==> src/rtl/free_list_pkg.sv <==
// Shared defaults and the tag type for the multi-port free list.
package free_list_pkg;

  localparam int FL_DEPTH = 32;
  localparam int FL_TAG_W = 6;

  typedef logic [FL_TAG_W-1:0] tag_t;

endpackage

==> src/rtl/prefix_count.sv <==
// Exclusive prefix popcount: for each bit i, how many set bits lie below i,
// plus the total number of set bits.
module prefix_count #(
  parameter int N  = 3,
  parameter int CW = $clog2(N + 1)
) (
  input  logic [N-1:0]    i_vec,
  output logic [N*CW-1:0] o_prefix,
  output logic [CW-1:0]   o_total
);

  // Running sum across the vector, emitted before each bit is added.
  always_comb begin
    logic [CW-1:0] acc;
    acc      = '0;
    o_prefix = '0;
    for (int i = 0; i < N; i++) begin
      o_prefix[i*CW +: CW] = acc;
      acc = acc + CW'(i_vec[i]);
    end
    o_total = acc;
  end

endmodule

==> src/rtl/free_list_nport.sv <==
// Circular free list of tags with several compacting allocate and free ports,
// a commit pointer for retirement and a flush that rewinds speculative grants.
module free_list_nport
  import free_list_pkg::*;
#(
  parameter int DEPTH     = FL_DEPTH,
  parameter int TAG_W     = FL_TAG_W,
  parameter int NUM_ALLOC = 3,
  parameter int NUM_FREE  = 3,
  parameter int TAG_BASE  = 32
) (
  input  logic                           clk,
  input  logic                           rst,
  input  logic [NUM_ALLOC-1:0]           alloc_req,
  output logic [NUM_ALLOC-1:0]           alloc_gnt,
  output logic [NUM_ALLOC*TAG_W-1:0]     alloc_tag,
  input  logic [NUM_FREE-1:0]            free_en,
  input  logic [NUM_FREE*TAG_W-1:0]      free_tag,
  input  logic [$clog2(NUM_ALLOC+1)-1:0] commit_cnt,
  input  logic                           flush,
  output logic [$clog2(DEPTH):0]         count,
  output logic                           empty,
  output logic                           full,
  output logic                           err_ovf,
  output logic                           err_unf
);

  localparam int IW  = $clog2(DEPTH);
  localparam int PW  = IW + 1;
  localparam int ACW = $clog2(NUM_ALLOC + 1);
  localparam int FCW = $clog2(NUM_FREE + 1);

  logic [TAG_W-1:0] r_mem [DEPTH];
  logic [PW-1:0]    r_rd;
  logic [PW-1:0]    r_wr;
  logic [PW-1:0]    r_cm;
  logic             r_ovf;
  logic             r_unf;

  logic [NUM_ALLOC*ACW-1:0] w_apre;
  logic [ACW-1:0]           w_atot;
  logic [NUM_FREE*FCW-1:0]  w_fpre;
  logic [FCW-1:0]           w_ftot;
  logic [NUM_ALLOC-1:0]     w_gnt;
  logic [NUM_FREE-1:0]      w_facc;
  logic [PW-1:0]            w_count;
  logic [PW-1:0]            w_space;
  logic [PW-1:0]            w_ngnt;
  logic [PW-1:0]            w_nfree;
  logic [PW-1:0]            w_outst;
  logic [PW-1:0]            w_cm_nxt;
  logic                     w_drop;
  logic                     w_unf;

  prefix_count #(.N(NUM_ALLOC), .CW(ACW)) u_alloc_pc (
    .i_vec    (alloc_req),
    .o_prefix (w_apre),
    .o_total  (w_atot)
  );

  prefix_count #(.N(NUM_FREE), .CW(FCW)) u_free_pc (
    .i_vec    (free_en),
    .o_prefix (w_fpre),
    .o_total  (w_ftot)
  );

  // Wrap bits make the modular difference distinguish full from empty.
  assign w_count = r_wr - r_rd;
  assign w_space = PW'(DEPTH) - w_count;
  assign count   = w_count;
  assign empty   = (w_count == '0);
  assign full    = (w_count == PW'(DEPTH));
  assign err_ovf = r_ovf;
  assign err_unf = r_unf;
  assign alloc_gnt = w_gnt;

  // Compacted grants: the k-th requester reads slot rd+k while k is in stock.
  always_comb begin
    w_gnt     = '0;
    alloc_tag = '0;
    for (int i = 0; i < NUM_ALLOC; i++) begin
      if (alloc_req[i] && !rst && !flush &&
          (PW'(w_apre[i*ACW +: ACW]) < w_count)) begin
        w_gnt[i] = 1'b1;
        alloc_tag[i*TAG_W +: TAG_W] =
          r_mem[r_rd[IW-1:0] + IW'(w_apre[i*ACW +: ACW])];
      end
    end
    if (rst || flush)
      w_ngnt = '0;
    else if (PW'(w_atot) < w_count)
      w_ngnt = PW'(w_atot);
    else
      w_ngnt = w_count;
  end

  // Compacted frees: the m-th returner lands at wr+m while space remains.
  always_comb begin
    w_facc = '0;
    for (int j = 0; j < NUM_FREE; j++)
      w_facc[j] = free_en[j] && (PW'(w_fpre[j*FCW +: FCW]) < w_space);
    w_drop  = |(free_en & ~w_facc);
    w_nfree = (PW'(w_ftot) < w_space) ? PW'(w_ftot) : w_space;
  end

  // Retirement cannot pass the allocation pointer; overshoot clamps and flags.
  always_comb begin
    w_outst = r_rd - r_cm;
    w_unf   = (PW'(commit_cnt) > w_outst);
    w_cm_nxt = w_unf ? r_rd : (r_cm + PW'(commit_cnt));
  end

  // Tag storage: identity-style preload on reset, accepted frees written after.
  always_ff @(posedge clk) begin
    if (rst) begin
      for (int i = 0; i < DEPTH; i++)
        r_mem[i] <= TAG_W'(TAG_BASE + i);
    end else begin
      for (int j = 0; j < NUM_FREE; j++)
        if (w_facc[j])
          r_mem[r_wr[IW-1:0] + IW'(w_fpre[j*FCW +: FCW])] <= free_tag[j*TAG_W +: TAG_W];
    end
  end

  // Pointers: flush rewinds the read pointer onto the freshly updated commit point.
  always_ff @(posedge clk) begin
    if (rst) begin
      r_rd <= '0;
      r_cm <= '0;
      r_wr <= PW'(DEPTH);
    end else begin
      r_rd <= flush ? w_cm_nxt : (r_rd + w_ngnt);
      r_cm <= w_cm_nxt;
      r_wr <= r_wr + w_nfree;
    end
  end

  // Sticky error flags, cleared only by reset.
  always_ff @(posedge clk) begin
    if (rst) begin
      r_ovf <= 1'b0;
      r_unf <= 1'b0;
    end else begin
      r_ovf <= r_ovf | w_drop;
      r_unf <= r_unf | w_unf;
    end
  end

endmodule

==> config.mk <==
export PLATFORM = sky130hd
export DESIGN_NAME = free_list_nport
export DESIGN_NICKNAME = d
export VERILOG_FILES = /design/src/rtl/free_list_pkg.sv /design/src/rtl/prefix_count.sv /design/src/rtl/free_list_nport.sv
export SDC_FILE = /design/constraint.sdc
export NUM_CORES = 1
export LEC_CHECK = 0
export CAP_MARGIN = 10
export CORE_UTILIZATION = 45
export CTS_BUF_LIST = sky130_fd_sc_hd__clkbuf_16
export DETAILED_ROUTE_END_ITERATION = 6
export GPL_TIMING_DRIVEN = 0
export PLACE_DENSITY = 0.71
export SYNTH_ARGS = -nofsm -noshare
export SYNTH_HDL_FRONTEND = slang
export SYNTH_SLANG_ARGS = --single-unit
==> constraint.sdc <==
create_clock -name clk -period 4.35 [get_ports clk]
set_clock_uncertainty 0.1 [all_clocks]
set_input_delay 0.87 -clock clk [delete_from_list [all_inputs] [get_ports clk]]
set_output_delay 0.87 -clock clk [all_outputs]
set_load 0.02 [all_outputs]
==> results of run 1 <==
flip-flops by register name, summed over array words and instances (netlist names):
name,count
err_unf,1
err_ovf,1
r_mem,192
r_cm,6
r_wr,6
r_rd,6
worst max path at each step:
| stage | to | slack [ns] | cells past startpoint |
|---|---|---|---|
| after floorplan | r_wr[5] | -0.10 | 19 |
| after global placement | alloc_tag[15] | -1.74 | 11 |
| after detailed placement | alloc_tag[15] | -1.75 | 11 |
| after CTS | alloc_tag[15] | -0.23 | 11 |
| after global routing | alloc_tag[15] | -0.27 | 11 |
| final | alloc_tag[15] | -0.27 | 11 |
worst min-delay path: cells and delay by family (launching register included):
family	cells	cell delay (ns)
flops	1	0.34
simple gates	2	0.15
through the flow:
stage	total power [µW]	util [%]	setup TNS, ns
3_3_place_gp	11600	48.6	-474.95
4_1_cts	14800	53.9	-1.05
2_1_floorplan	8620	-	-0.104
6_report	16000	55.2	-2.38
3_5_place_dp	11700	48.8	-440.75
5_1_grt	16300	55.2	-2.91
timing repair:
item | in CTS | in global routing
gates cloned | 1 | 0
endpoints found under the setup margin | 430 | 353
buffers inserted | 40 | 23
pin swaps | 29 | 26
resized for setup | 331 | 105
metal layers:
| layer | global-route usage (%) | vias up | wire (µm) |
|---|---|---|---|
| li1 | - | 7388 | - |
| met1 | 60.2 | 9325 | 36700 |
| met2 | 71.0 | 1937 | 42600 |
| met3 | 24.6 | 480 | 17100 |
| met4 | 31.7 | 6 | 9290 |
| met5 | 0 | - | 110 |
kinds of logic after synthesis:
family	Yosys count	synth area share, %
AND/OR/NAND/NOR	556	14.8
XOR/XNOR	30	1.41
flip-flops	212	33.0
AO/OA/AOI/OAI	475	18.9
adder cells (fa/ha/maj)	49	3.64
multiplexers	207	23.2
other	1	0.0201
buffers and inverters	224	4.95
power groups by stage:
stage | clock (µW) | sequential [µW] | combinational [µW]
floorplan | 0 | 2680 | 5940
global placement | 0 | 2800 | 8810
detailed placement | 0 | 2830 | 8910
CTS | 1970 | 2770 | 10100
global route | 2040 | 2800 | 11500
finish | 1990 | 2800 | 11200
area by class of cell:
cell class	instances	area [µm²]
Fill cell	3522	18300
Multi-Input combinational cell	1323	12600
Sequential cell	212	6180
Timing Repair Buffer	123	1090
Buffer	171	1020
Tap cell	532	666
Clock buffer	25	626
Inverter	50	204
Clock inverter	18	133
Antenna cell	7	17.5
cells in the final DEF, fill, tap and decap left out, types with 18 or more instances in the layout:
master           count
edfxtp_1           192
mux4_2             180
nor2_1             144
nand2_1            119
clkbuf_1            84
buf_4               68
a21oi_1             60
nor3_1              54
o21ai_0             48
inv_1               47
nand3_1             41
ha_1                30
o221ai_1            28
buf_2               28
a211oi_1            28
or3_1               27
clkbuf_16           26
clkdlybuf4s50_1     24
a221o_1             22
and3_1              21
a31oi_1             21
o211ai_1            21
nand2b_1            20
a221oi_1            19
nor3_2              18
==> metrics, run 1 <==
run status=finished with violations; failing checks=negative setup slack; Avg Synthesized Cell Area=10.6 µm²; VDD IR max=1.57 mV; vias in the first global route=17.6k; R2R Path End=r_mem[20][1]; first-pass GRT wire length=about 140 mm; Crit. End Element=primary output; antenna violations before repair=7; Combinational Power Share=70.0%; Flop pwr share=17.5%; Tcrit/Tclk final=106%; worst endpoint required time=3.38 ns; core area=40900 µm²; yosys warns=0; crit path DAT=3.65 ns; final std cells w/o fill=2461; DIE WIDTH=~210 µm; total congestion overflow=0; sequential element share of the synthesized area=approximately a third; r2r startpoint=r_wr[1]; CP cell instances=buf_8 -> ha_4 -> ha_4 -> fa_2 -> buf_8 -> clkbuf_16 -> mux4_2 -> mux4_2 -> mux2i_2 -> nor2_1 -> buf_4; Min Hold Slack=0.423 ns; Syn Inst Count=1754; synth top area cells=edfxtp_1, mux4_2, nor2_1; placed cell count=approximately 2.3k; Crit path largest cell delay=0.58 ns; Sink Count=212; Synth cell types=between 90 and 100; Starting Density=45.6%; DRT Wirelength=106 mm; CP Buf/Inv Count=4; share of post-route cells with drive strength above 1=between 30% and 40%; post-synth top area share=~31%; Synth top cells by count=edfxtp_1, mux4_2, nor2_1, nand2_1, clkbuf_1; clock share of power=between 10% and 20%; CTS hold repair buffers=0; number of max-slew violations in the final report=0; area of the mapped netlist=18700 µm²; power per cell area=708 nW/µm²; row cnt=74; Leak=0.00711 µW; Relative slew margins=1.99%; worst skew pair latency=0.54 ns; post-layout minimum cycle time=~4.6 ns; number of DRC markers in iteration 0=between 3k and 4k; Psw=between 8000 and 9000 µW; P&R area growth vs syn=21.0%; antenna viol nets, final=0; worst slack at placement=-1.75 ns; startpoint types=input port; Clock Path Buffers=3; TritonCTS Buffers=24; post-route worst setup slack=-0.270 ns; hold path depth=2; hpwl dp=82.0 mm; switch share=50.5%; Root Buffer=clkbuf_16; GP Congestion=1.13; count of port buffers added during placement=51; ys async rst share=0%; total number of vias=19.1k; largest net degree at the start of global routing=15; FF+latch count, synth=~210; Max-cap violations=0; number of synthesized flops with an enable pin=~190; CTS tree=built; Hold Fails Final Rpt=0; RSZ-0062 raised after global routing=yes; Worst-Margin Slew=1.47 ns; IO Pins=60; crit path kind=input port to primary output; Slowest cell on crit path=fa_2; Worst Setup SP=alloc_req[1]; Int Power=7910 µW; most common cell in the netlist=edfxtp_1; cell family with most CP delay=multiplexers; worst hold path type=register to register; CP max FO=5; Synth Flop Type=edfxtp_1; die area=42300 µm²; HP Start=err_unf; Worst-path clk slew=0.07 ns; Vias/cell=7.78; Synth area leader=edfxtp_1; Final Cell Area=between 20000 and 25000 µm²; die height=around 200 µm; drt pass-1 iters=6; drt drc=0; R2R cell count=15; dpl cell area=20000 µm²; setup violators final=28; final-stage net count=between 1.5k and 2k; H-tree Lvls=1; FF-to-FF setup slack=-0.16 ns; maximum clock frequency=216 MHz; wire length per cell=43.0 µm; Overall Global Routing Usage=50.1%; Hold Path End=err_unf
Power figures use the tool's default switching activity.
==> inputs of run 2 (changes only) <==
Settings changed: CORE_UTILIZATION 45 to 57, PLACE_DENSITY 0.71 to 0.85.
==> metrics, run 2 <==
row cnt=65 (was 74); Synth cell types=92 (unchanged); H-tree Lvls=1 (unchanged); total congestion overflow=18; Failed at=global routing (5_1_grt); Starting Density=58.6% (was 45.6%); Run Error=[ERROR GRT-0232] Routing congestion too high. Check the congestion heatmap in the GUI.; die height=183 µm (was 206 µm); run status=aborted with a tool error (was finished with violations); count of port buffers added during placement=51 (unchanged); Clock Path Buffers=3 (unchanged); IO Pins=60 (unchanged); Synth Flop Type=edfxtp_1 (unchanged); post-synth top area share=30.9% (unchanged); Sink Count=212 (unchanged); sequential element share of the synthesized area=33.0% (unchanged); ys async rst share=0% (unchanged); CTS hold repair buffers=0 (unchanged); area of the mapped netlist=18700 µm² (unchanged); Synth top cells by count=edfxtp_1, mux4_2, nor2_1, nand2_1, clkbuf_1 (unchanged); dpl cell area=19800 µm² (was 20000 µm²); Synth area leader=edfxtp_1 (unchanged); number of synthesized flops with an enable pin=192 (unchanged); FF+latch count, synth=212 (unchanged); most common cell in the netlist=edfxtp_1 (unchanged); Avg Synthesized Cell Area=10.6 µm² (unchanged); TritonCTS Buffers=23 (was 24); DIE WIDTH=183 µm (was 206 µm); hpwl dp=76.5 mm (was 82.0 mm); largest net degree at the start of global routing=16; Root Buffer=clkbuf_16 (unchanged); GP Congestion=1.17 (was 1.13); Syn Inst Count=1754 (unchanged); Overall Global Routing Usage=~77%; synth top area cells=edfxtp_1, mux4_2, nor2_1 (unchanged); yosys warns=0 (unchanged)
-- run 2: cell families after synthesis --
family / Yosys count / share of synthesized area (%)
multiplexers: 207 / 23.2
other: 1 / 0.0201
buffers and inverters: 224 / 4.95
flip-flops: 212 / 33.0
XOR/XNOR: 30 / 1.41
adder cells (fa/ha/maj): 49 / 3.64
AND/OR/NAND/NOR: 556 / 14.8
AO/OA/AOI/OAI: 475 / 18.9
-- run 2: metrics by stage --
| step | cells | setup slack (ns) | TNS, ns |
|---|---|---|---|
| after floorplan | 1759 | -0.104 | -0.104 |
| after global placement | 2245 | -1.63 | -380.03 |
| after detailed placement | 2249 | -1.79 | -409.98 |
| after CTS | 2331 | -0.250 | -1.35 |
-- run 2: what timing repair did --
item                                    4_1_cts
pin swaps                                    29
endpoints found under the setup margin      430
buffers inserted                             40
cloned                                        1
resized for setup                           339
-- run 2: layer usage --
metal,global-route usage (%),overflow
met3,67.9,1
met2,88.4,8
met1,80.1,0
met4,70.1,9
met5,43.6,0
==> inputs of run 3 (changes only) <==
Settings changed: CORE_UTILIZATION 57 to 40, CTS_BUF_LIST sky130_fd_sc_hd__clkbuf_16 to not set, PLACE_DENSITY 0.85 to not set, PLACE_DENSITY_LB_ADDON set to 0.15.
Clock period 4.35 ns to 5.7 ns, I/O delays scaled along.
==> metrics, run 3 (same netlist as run 1, synthesis figures left out) <==
run status=finished with violations (was aborted with a tool error); failing checks=design-rule violations, max-capacitance violations, max-slew violations, negative setup slack; die height=218 µm (was 183 µm); P&R area growth vs syn=13.9%; worst endpoint required time=5.79 ns; CP max FO=10; count of port buffers added during placement=51 (unchanged); first-pass GRT wire length=141 mm; drt pass-1 iters=7; Sink Count=212 (unchanged); largest net degree at the start of global routing=16; Hold Fails Final Rpt=0; maximum clock frequency=approximately 170 MHz; core area=45700 µm²; total congestion overflow=0; setup violators final=1; Leak=about 0.0066 µW; vias in the first global route=17.1k; number of max-slew violations in the final report=9; worst slack at placement=-1.60 ns (was -1.79 ns); total number of vias=18.6k; drt drc=11; Relative slew margins=-4.08%; DIE WIDTH=218 µm (was 183 µm); IO Pins=60 (unchanged); commonest non-fill, non-tap cells in the layout=edfxtp_1, mux4_2, nor2_1; power per cell area=527 nW/µm²; placed cell count=2416 (was 2249); worst hold path type=register to register; Crit. End Element=register; final std cells w/o fill=2482; GP Congestion=1.08 (was 1.17); CP cell instances=inv_1 -> ha_1 -> fa_1 -> ha_2 -> nand3_1 -> o21ai_0 -> nand2_1 -> o221ai_1 -> clkbuf_1 -> nor3_1 -> a221oi_1; final-stage net count=around 1.9k; Overall Global Routing Usage=43.9%; Slowest cell on crit path=fa_1; Worst-Margin Slew=1.56 ns; row cnt=78 (was 65); post-layout minimum cycle time=around 5.7 ns; Min Hold Slack=0.381 ns; Largest register FFs=192; Starting Density=40.9% (was 58.6%); VDD IR max=1.19 mV; hpwl dp=82.3 mm (was 76.5 mm); crit path DAT=5.81 ns; share of post-route cells with drive strength above 1=20.9%; Crit path largest cell delay=around 0.90 ns; Vias/cell=7.48; commonest non-fill, non-tap cell in the layout=edfxtp_1; number of DRC markers in iteration 0=3370; startpoint types=register; cell family with most CP delay=compound AO/OA/AOI/OAI gates; antenna viol nets, final=0; wire length per cell=42.1 µm; post-route worst setup slack=-0.0184 ns; Max-cap violations=1; H-tree Lvls=1 (unchanged); Root Buffer=clkbuf_16 (unchanged); Worst-path clk slew=0.06 ns; worst skew pair latency=0.55 ns; CTS hold repair buffers=0 (unchanged); Tcrit/Tclk final=100%; DRT Wirelength=~100 mm; Top reg by flops=r_mem; die area=47600 µm²; CP Buf/Inv Count=2; TritonCTS Buffers=25 (was 23); Clock Path Buffers=3 (unchanged); crit path kind=register to register; antenna violations before repair=6; CTS tree=built
-- run 3: routing by layer --
layer | track usage [%] | vias up | share of wire, %
met5 | 0 | - | 0.026
met4 | 28.5 | 4 | 8.3
met3 | 17.0 | 410 | 14
met2 | 58.6 | 1696 | 39
met1 | 58.4 | 9141 | 39
li1 | - | 7320 | -
-- run 3: path summary, 6_finish.rpt --
kind | depth (start not counted) | from | to | slack, ns
setup / recovery | 11 | r_wr[0] | r_mem[1][5] | -0.02
hold / removal | 2 | err_unf | err_unf | 0.38
setup reg to reg | 11 | r_wr[0] | r_mem[1][5] | -0.02
hold reg to reg | 2 | err_unf | err_unf | 0.38
-- run 3: metrics by stage --
| step | utilization, % | setup TNS [ns] | area [µm²] | power [µW] |
|---|---|---|---|---|
| global placement | 43.7 | -114.11 | 20000 | 8990 |
| CTS | 46.1 | -0.00453 | 21000 | 10800 |
| finish | 46.6 | -0.0184 | 21300 | 11200 |
| global route | 46.6 | -0.00847 | 21300 | 11500 |
| floorplan | - | 0 | 18700 | 6530 |
| detailed placement | 43.8 | -90.26 | 20000 | 9030 |
-- run 3: cell type report --
cell class                      count  area, µm²
Antenna cell                        3       7.51
Buffer                            174        872
Clock buffer                       27        633
Clock inverter                     16        143
Fill cell                        4290      24400
Inverter                           50        193
Multi-Input combinational cell   1323      11800
Sequential cell                   212       6170
Tap cell                          600        751
Timing Repair Buffer               77        736
-- run 3: worst reg2reg max path, cell delays in order, from the launching register on --
cell,delay (ns)
dfxtp_1,0.60
inv_1,0.18
ha_1,0.26
fa_1,0.91
ha_2,0.50
nand3_1,0.10
o21ai_0,0.26
nand2_1,0.39
o221ai_1,0.64
clkbuf_1,0.48
nor3_1,0.12
a221oi_1,0.82
-- run 3: what timing repair did --
item / in CTS / in global routing
resized for setup: 104 / 43
endpoints found under the setup margin: 304 / 174
pin swaps: 1 / 8
endpoints found under the hold margin: 0 / 0
buffers inserted: 5 / 11
-- run 3: where the power goes --
group | switching, µW | internal [µW] | total (µW)
Clock | 704 | 859 | 1560
Sequential | 219 | 1920 | 2140
Combinational | 4820 | 2680 | 7500
